===== config.mk =====
export PLATFORM = sky130hd
export DESIGN_NAME = led_run_ctrl
export DESIGN_NICKNAME = d
export VERILOG_FILES = /design/src/rtl/led_run_pkg.sv /design/src/rtl/led_step_timer.sv /design/src/rtl/led_run_ctrl.sv
export SDC_FILE = /design/constraint.sdc
export NUM_CORES = 1
export LEC_CHECK = 0
export ABC_CLOCK_PERIOD_IN_PS = 2100
export CORE_ASPECT_RATIO = 0.9
export CORE_MARGIN = 2
export CORE_UTILIZATION = 45
export CTS_BUF_LIST = sky130_fd_sc_hd__clkbuf_2 sky130_fd_sc_hd__clkbuf_4 sky130_fd_sc_hd__clkbuf_8
export DETAILED_ROUTE_END_ITERATION = 8
export PLACE_DENSITY = 0.69
export SLEW_MARGIN = 20
export SYNTH_ARGS = -nofsm -noshare
export SYNTH_HDL_FRONTEND = slang
export SYNTH_SLANG_ARGS = --single-unit
export TNS_END_PERCENT = 50

===== constraint.sdc =====
create_clock -name CLK -period 2.1 [get_ports CLK]
set_input_delay 0.315 -clock CLK [delete_from_list [all_inputs] [get_ports CLK]]
set_output_delay 0.315 -clock CLK [all_outputs]
set_load 0.01 [all_outputs]

===== src/rtl/led_run_pkg.sv =====
// Shared types and constants for the running-light controller.
package led_run_pkg;

    typedef enum logic {
        ST_IDLE = 1'b0,
        ST_RUN  = 1'b1
    } state_t;

    localparam logic DIR_UP      = 1'b0;
    localparam logic DIR_DN      = 1'b1;
    localparam logic MODE_CHASE  = 1'b0;
    localparam logic MODE_BOUNCE = 1'b1;

    // Bits needed to hold values 0..max_val, never less than one.
    function automatic int unsigned cnt_width(input int unsigned max_val);
        return (max_val < 1) ? 1 : $clog2(max_val + 1);
    endfunction

endpackage


===== src/rtl/led_step_timer.sv =====
// Shared step timer: counts 0..T_STEP and flags the last cycle of each step.
module led_step_timer
    import led_run_pkg::*;
#(
    parameter int unsigned T_STEP = 20,
    localparam int unsigned CW = cnt_width(T_STEP)
) (
    input  logic          CLK,
    input  logic          RSTn,
    input  logic          En,
    input  logic          Clr,
    output logic [CW-1:0] Count,
    output logic          Tick
);

    // Wrap counter; held at zero while cleared.
    always_ff @(posedge CLK or negedge RSTn) begin
        if (!RSTn) begin
            Count <= '0;
        end else if (Clr) begin
            Count <= '0;
        end else if (En) begin
            Count <= (Count == CW'(T_STEP)) ? '0 : Count + CW'(1);
        end
    end

    // Step boundary decoded purely from the count register.
    assign Tick = En && (Count == CW'(T_STEP));

endmodule


===== src/rtl/led_run_ctrl.sv =====
// Running-light scheduler: one step timer, one lit LED per step, chase or bounce.
module led_run_ctrl
    import led_run_pkg::*;
#(
    parameter int unsigned N_LED  = 4,
    parameter int unsigned T_STEP = 20,
    parameter int unsigned T_ON   = 5
) (
    input  logic             CLK,
    input  logic             RSTn,
    input  logic             Start,
    input  logic             Stop,
    input  logic             Dir,
    input  logic             Mode,
    output logic [N_LED-1:0] LED_Out,
    output logic             Busy,
    output logic             Step_Tick
);

    localparam int unsigned CW = cnt_width(T_STEP);
    localparam int unsigned PW = cnt_width(N_LED - 1);
    localparam logic [PW-1:0] POS_MAX = PW'(N_LED - 1);

    state_t            state_q, state_d;
    logic [PW-1:0]     pos_q, pos_d, pos_adv;
    logic              dir_q, dir_d, dir_adv;
    logic              mode_q, mode_d;
    logic              stop_pend_q, stop_pend_d;
    logic [N_LED-1:0]  led_d;
    logic [CW-1:0]     count;
    logic              boundary;
    logic              lit;

    led_step_timer #(.T_STEP(T_STEP)) u_timer (
        .CLK   (CLK),
        .RSTn  (RSTn),
        .En    (state_q == ST_RUN),
        .Clr   (state_q == ST_IDLE),
        .Count (count),
        .Tick  (boundary)
    );

    assign Busy      = (state_q == ST_RUN);
    assign Step_Tick = boundary;
    assign lit       = 32'(count) < T_ON;

    // Next position/direction at a step boundary for the captured mode.
    always_comb begin
        pos_adv = pos_q;
        dir_adv = dir_q;
        if (N_LED == 1) begin
            pos_adv = '0;
        end else if (mode_q == MODE_CHASE) begin
            if (dir_q == DIR_UP) begin
                pos_adv = (pos_q == POS_MAX) ? '0 : pos_q + PW'(1);
            end else begin
                pos_adv = (pos_q == '0) ? POS_MAX : pos_q - PW'(1);
            end
        end else begin
            // Bounce turns around at an end without repeating the endpoint.
            if (dir_q == DIR_UP) begin
                if (pos_q == POS_MAX) begin
                    dir_adv = DIR_DN;
                    pos_adv = pos_q - PW'(1);
                end else begin
                    pos_adv = pos_q + PW'(1);
                end
            end else begin
                if (pos_q == '0) begin
                    dir_adv = DIR_UP;
                    pos_adv = pos_q + PW'(1);
                end else begin
                    pos_adv = pos_q - PW'(1);
                end
            end
        end
    end

    // FSM next state, sequence registers and LED drive.
    always_comb begin
        state_d     = state_q;
        pos_d       = pos_q;
        dir_d       = dir_q;
        mode_d      = mode_q;
        stop_pend_d = stop_pend_q;
        led_d       = '0;
        for (int i = 0; i < int'(N_LED); i++) begin
            led_d[i] = (state_q == ST_RUN) && (pos_q == PW'(i)) && lit;
        end
        case (state_q)
            ST_IDLE: begin
                if (Start && !Stop) begin
                    state_d     = ST_RUN;
                    pos_d       = (Dir == DIR_DN) ? POS_MAX : '0;
                    dir_d       = Dir;
                    mode_d      = Mode;
                    stop_pend_d = 1'b0;
                end
            end
            ST_RUN: begin
                if (Stop) begin
                    stop_pend_d = 1'b1;
                end
                if (boundary) begin
                    if (stop_pend_q || Stop) begin
                        state_d     = ST_IDLE;
                        pos_d       = '0;
                        stop_pend_d = 1'b0;
                    end else begin
                        pos_d = pos_adv;
                        dir_d = dir_adv;
                    end
                end
            end
            default: state_d = ST_IDLE;
        endcase
    end

    // State and output registers.
    always_ff @(posedge CLK or negedge RSTn) begin
        if (!RSTn) begin
            state_q     <= ST_IDLE;
            pos_q       <= '0;
            dir_q       <= 1'b0;
            mode_q      <= 1'b0;
            stop_pend_q <= 1'b0;
            LED_Out     <= '0;
        end else begin
            state_q     <= state_d;
            pos_q       <= pos_d;
            dir_q       <= dir_d;
            mode_q      <= mode_d;
            stop_pend_q <= stop_pend_d;
            LED_Out     <= led_d;
        end
    end

endmodule


==> flow_summary_export.csv, run 1 <==
group,metric,value,unit
outcome,status,"completed",
floorplan,die_h,44.76,um
floorplan,fp.coreArea,1699,um2
floorplan,io_pins,12,
clocking,root_buffer,"clkbuf_4",
floorplan,num_rows,14,
cells_and_area,diodes,0,
route,ant_nets,0,
synthesis,syn_nets,92,
global_routing,grt-ovfl-total,0,
synthesis,synth_flop_cell,"dfrtp_1",
synthesis,synthTopCellsByArea,"dfrtp_1, ha_1, nor2_1, and2_1, inv_1",
clocking,hold_buffers,0,
clocking,cts-buffers-inserted,3,
global_routing,grt_antenna_before_repair,0,
clocking,clk_latency,280,ps
floorplan,initial_utilization,48.90,%
job,max_cap_violations,0,
synthesis,ys_seq_elements,15,
global_routing,grt_pass1_vias,531,
sta,max_freq,0.6017,GHz
setup_path,cp.arrival,1350,ps
place,io_buffers,11,
route,routed_wl,1323,um
power,powerDensity,1286,nW/um2
sta,setup-violations-final,0,
clocking,cts_tree,"yes",
power,power.leakage,0.0004785,uW
synthesis,ys_seq_area_share,45.18,%
route,drt-wirelength-per-cell,11.41,um
power,switching_share,39.41,%
cells_and_area,drive_gt1_share,11.96,%
sta,tightest_slew,678.5,ps
synthesis,netlist.area_leader.share,45.18,%
sta,relSlewSlack,54.63,%
setup_path,reg2reg_setup_slack,660,ps
power,p_clk_share,12.4,%
power,p_switching,503.5,uW
place,place_ws,383.1,ps
sta,fin_crit_sh,79.14,%
cells_and_area,syn2layout_area_growth,19.58,%
power,p_seq_share,44.3,%
setup_path,critPathMaxFanout,9,
place,dp.cells,112,
global_routing,grt_first_pass_wirelength,2297,um
power,p_int,774.1,uW
min_path,hold_class,"input pin to asynchronous set/reset pin",
synthesis,yosys_warnings,0,
sta,hold_violations,0,
setup_path,required,1780,ps
place,place.gp.congestion,0.7757,
synthesis,netlist_area,830.8,um2
synthesis,async_reset_ff_share,100.0,%
floorplan,die_w,49.29,um
power,vdd_drop_max,0.5682,mV
route,via_count,566,
cells_and_area,final_cells,116,
power,pwr-share-comb,43.4,%
setup_path,startpoint_type,"register",
place,dp_hpwl,1034,um
route,drtIter0Drc,3,
clocking,cts_sinks,15,
synthesis,synth.most_common_cell,"dfrtp_1",
synthesis,synth-edff-count,0,
sta,rsz0062_at_grt,"false",
route,drtPass1Iterations,3,
global_routing,track_usage,14.40,%
synthesis,synthCells,78,
global_routing,grt_max_degree,16,
setup_path,endpoint_kind,"output port",
route,vias_per_cell,4.879,
cells_and_area,nFillCells,159,
sta,setup_tns,0,ps
sta,fin_crit,1662,ps
route,drc,0,
cells_and_area,fin_nets,107,
clocking,h-tree-depth,1,
synthesis,syn_avg_cell_area,10.65,um2
synthesis,synth_cell_types,28,
sta,clock_skew,6.554,ps
sta,final_max_slew_viol_count,0,
setup_path,crit_type,"register to output port",
synthesis,yosys.area.top_type,"dfrtp_1",
clocking,cts_buffer_depth,2,
sta,worst_slack,438.0,ps
floorplan,dieArea,2206,um2
clocking,clk_pin_slew,90,ps
synthesis,ys_top_cells_by_count,"dfrtp_1, nor2_1, ha_1",
==> repair_timing <==
action                                  in CTS  in global routing
gates resized for setup                      0                  1
setup buffers                                0                  0
hold endpoints to repair                     0                  0
endpoints found under the setup margin       0                  1
==> worst max-delay path, stage by stage (launching register included) <==
cell,delay [ps]
dfrtp_1,350
buf_4,170
clkdlybuf4s50_1,550
==> final timing paths <==
kind / to / cells past startpoint / start
max: Busy / 2 / Busy$_DFF_PN0_
min in group CLK: u_timer.Count[0]$_DFF_PN0_ / 1 / u_timer.Count[0]$_DFF_PN0_
max reg2reg: pos_q[1]$_DFFE_PN0P_ / 5 / pos_q[0]$_DFFE_PN0P_
min reg2reg: u_timer.Count[0]$_DFF_PN0_ / 1 / u_timer.Count[0]$_DFF_PN0_
min: u_timer.Count[2]$_DFF_PN0_ / 1 / RSTn
max in group asynchronous: pos_q[0]$_DFFE_PN0P_ / 1 / RSTn
==> final cells by class <==
cell class	instances	area (um2)	area share [%]
repair buffers	12	120.1	12.09
multi-input cells	55	417.9	42.07
well taps	24	30.03	3.023
clock inverters	1	5.005	0.5038
clock buffers	3	22.52	2.267
flip-flops and latches	15	375.4	37.78
inverters	6	22.52	2.267
==> registers in the layout (all words and copies together) (netlist names) <==
signal	count
LED_Out	4
stop_pend_q	1
u_timer.Count	5
Busy	1
dir_q	1
pos_q	2
mode_q	1
==> metrics by stage <==
stage | hold WS [ps] | total power, uW | cell area, um2 | util (%)
4_1_cts | 454.1 | 1298 | 991.0 | 58.32
3_5_place_dp | 510.0 | 1134 | 963.4 | 56.70
2_1_floorplan | 19.41 | 952.1 | 830.8 | -
6_report | 438.8 | 1278 | 993.5 | 58.47
3_3_place_gp | 490.9 | 1116 | 963.4 | 56.70
5_1_grt | 475.2 | 1407 | 993.5 | 58.47
==> power by group through the flow <==
stage | clock network, uW | registers, uW | logic (uW)
2_1_floorplan | 0 | 544 | 408
3_3_place_gp | 0 | 564 | 552
3_5_place_dp | 0 | 571 | 563
4_1_cts | 166 | 565 | 567
5_1_grt | 180 | 591 | 637
6_report | 158 | 566 | 554
==> layer usage <==
layer / track usage (%) / part of all wire (%)
met4: 3.429 / 0
met5: 0 / 0
met3: 6.291 / 5.7
met1: 15.70 / 46
met2: 26.22 / 48
==> cell usage in the layout, fill, tap and decap left out, types with 3 or more instances in the layout <==
cell type	n
clkdlybuf4s50_1	10
o211ai_1	3
ha_1	8
clkbuf_4	3
dfrtp_1	15
nor2_1	9
inv_1	6
nand2_1	4
nand3_1	3
and2_1	5
==> cells by family (layout without fill, tap and decap cells) <==
group	count (synthesis)	after routing	share of synthesized area, %
muxes	3	3	3.765
DFF	15	15	45.18
and+or+nand+nor	27	27	18.52
AOI/OAI and AO/OA	14	14	12.80
buffers and inverters	8	22	4.517
xor gates and xnor gates	3	3	3.163
adders and majority gates	8	8	12.05
(Power assumes the default switching activity.)
==> run 2: changes to the inputs <==
Settings changed: ABC_CLOCK_PERIOD_IN_PS 2100 to 1400, PLACE_DENSITY 0.69 to 0.72.
Clock period 2.1 ns to 1.4 ns, I/O delays scaled along.
==> run 2 against run 1 <==
Compared with the run above: final area increased by 12%; critical path depth rose by 3; clock power grew 70%; sequential cell count did not move; routed wire length increased by 12%; die area is the same; register-to-register slack got worse by 640 ps; sequential power increased by 35%; via count rose by 13%; critical endpoint is now Step_Tick.
==> flow_summary_export.csv, run 2 (synthesis results as in run 1) <==
group,metric,value,unit
setup_path,critPathMaxFanout,2,
route,routed_wl,1483,um
cells_and_area,syn2layout_area_growth,34.04,%
global_routing,grt_max_degree,16,
sta,hold_ws,221.6,ps
route,via_count,637,
sta,worst_slack,13.08,ps
power,power.leakage,0.0005473,uW
floorplan,fp.coreArea,1699,um2
sta,setup_tns,0,ps
power,p_int,1367,uW
sta,clock_skew,2.236,ps
route,vias_per_cell,4.900,
setup_path,crit_type,"register to output port",
clocking,clk_pin_slew,80,ps
power,powerDensity,1977,nW/um2
cells_and_area,diodes,0,
power,power,2202,uW
place,place_ws,-103.3,ps
clocking,h-tree-depth,1,
clocking,cts_tree,"yes",
route,drtIter0Drc,8,
power,vdd_drop_max,1.138,mV
clocking,clk_latency,290,ps
floorplan,initial_utilization,48.90,%
clocking,cts-buffers-inserted,3,
sta,relSlewSlack,79.36,%
setup_path,cp.arrival,1180,ps
setup_path,required,1190,ps
sta,hold_violations,0,
global_routing,grt_pass1_vias,606,
route,drc,0,
clocking,cts_sinks,15,
floorplan,die_h,44.76,um
cells_and_area,largest_reg_flops,5,
floorplan,io_pins,12,
power,p_clk_share,12.2,%
global_routing,grt-ovfl-total,0,
power,switching_share,37.91,%
sta,tightest_slew,307.3,ps
setup_path,slowest_delay,380,ps
cells_and_area,final_cell_mix,"dfrtp_1, buf_4, nor2_1",
clocking,cts_buffer_depth,2,
floorplan,die_w,49.29,um
place,io_buffers,11,
setup_path,endpoint_kind,"output port",
cells_and_area,top_register,"u_timer.Count",
sta,fin_crit,1387,ps
route,ant_nets,0,
floorplan,dieArea,2206,um2
sta,rsz0062_at_grt,"true",
route,drt-wirelength-per-cell,11.41,um
setup_path,startpoint_type,"register",
power,pwr-share-comb,53.2,%
sta,max_freq,0.7210,GHz
sta,final_max_slew_viol_count,0,
place,dp_hpwl,1149,um
cells_and_area,largest_registers,"u_timer.Count: 5 flops, LED_Out: 4 flops, pos_q: 2 flops",
cells_and_area,drive_gt1_share,26.42,%
job,max_cap_violations,0,
global_routing,grt_first_pass_wirelength,2484,um
cells_and_area,nFillCells,145,
clocking,root_buffer,"clkbuf_4",
route,drtPass1Iterations,4,
power,p_switching,834.6,uW
cells_and_area,fin_nets,121,
sta,setup-violations-final,0,
clocking,hold_buffers,0,
min_path,hold_class,"input pin to asynchronous set/reset pin",
floorplan,num_rows,14,
place,place.gp.congestion,0.8131,
setup_path,cp_cell_sequence,"inv_1 > ha_1 > nand3_2 > nor2_1 > buf_2",
outcome,status,"completed",
global_routing,grt_antenna_before_repair,0,
sta,fin_crit_sh,99.07,%
global_routing,track_usage,15.50,%
power,p_seq_share,34.6,%
setup_path,slowest_stage,"dfrtp_1",
## run 2: repair_timing
item	in CTS	in global routing
gates resized for setup	5	4
setup endpoints to repair	2	5
pin swaps	0	1
buffers inserted	0	2
## run 2: critical path: cells and delay by family (launching register included)
kind	cells	cell delay [ps]
fa+ha+maj	1	160
buf+inv	2	200
flops	1	380
simple gates	2	150
## run 2: final timing paths
| kind | from | endpoint | slack [ps] | cells after the start |
|---|---|---|---|---|
| setup / recovery | u_timer.Count[1]$_DFF_PN0_ | Step_Tick | 10 | 5 |
| hold / removal | RSTn | u_timer.Count[4]$_DFF_PN0_ | 220 | 2 |
| max in group asynchronous | RSTn | pos_q[1]$_DFFE_PN0P_ | 1000 | 2 |
| hold reg to reg | u_timer.Count[0]$_DFF_PN0_ | u_timer.Count[0]$_DFF_PN0_ | 550 | 2 |
| min in group CLK | Mode | mode_q$_DFFE_PN0P_ | 530 | 2 |
| setup reg to reg | u_timer.Count[1]$_DFF_PN0_ | dir_q$_DFFE_PN0P_ | 20 | 7 |
## run 2: metal layers
layer  wire (um)  part of all wire [%]  track usage (%)  vias up
li1            -                     -                -      321
met1         623                    42            16.31      290
met2         736                    50            27.30       24
met3         106                   7.1            6.291        2
met4          16                   1.1            8.000        0
met5           0                     0                0        -
## run 2: final cells by class
| class | instances | area (um2) | area share (%) |
|---|---|---|---|
| Clock buffer | 4 | 30.03 | 2.697 |
| Timing Repair Buffer | 26 | 219.0 | 19.66 |
| Sequential cell | 15 | 375.4 | 33.71 |
| Tap cell | 24 | 30.03 | 2.697 |
| Inverter | 6 | 22.52 | 2.022 |
| Multi-Input combinational cell | 55 | 436.7 | 39.21 |
## run 2: metrics by stage
stage,area (um2),std cells,util [%]
finish,1114,130,65.54
global route,1114,130,65.54
CTS,1077,128,63.40
detailed placement,1054,124,62.00
global placement,1054,124,62.00
floorplan,830.8,78,-
## run 2: power groups by stage
| stage | Sequential (uW) | Clock (uW) | Combinational, uW |
|---|---|---|---|
| after floorplan | 816 | 0 | 612 |
| after global placement | 769 | 0 | 1090 |
| after detailed placement | 771 | 0 | 1120 |
| after CTS | 762 | 275 | 1120 |
| after global routing | 793 | 295 | 1300 |
| final | 762 | 268 | 1170 |
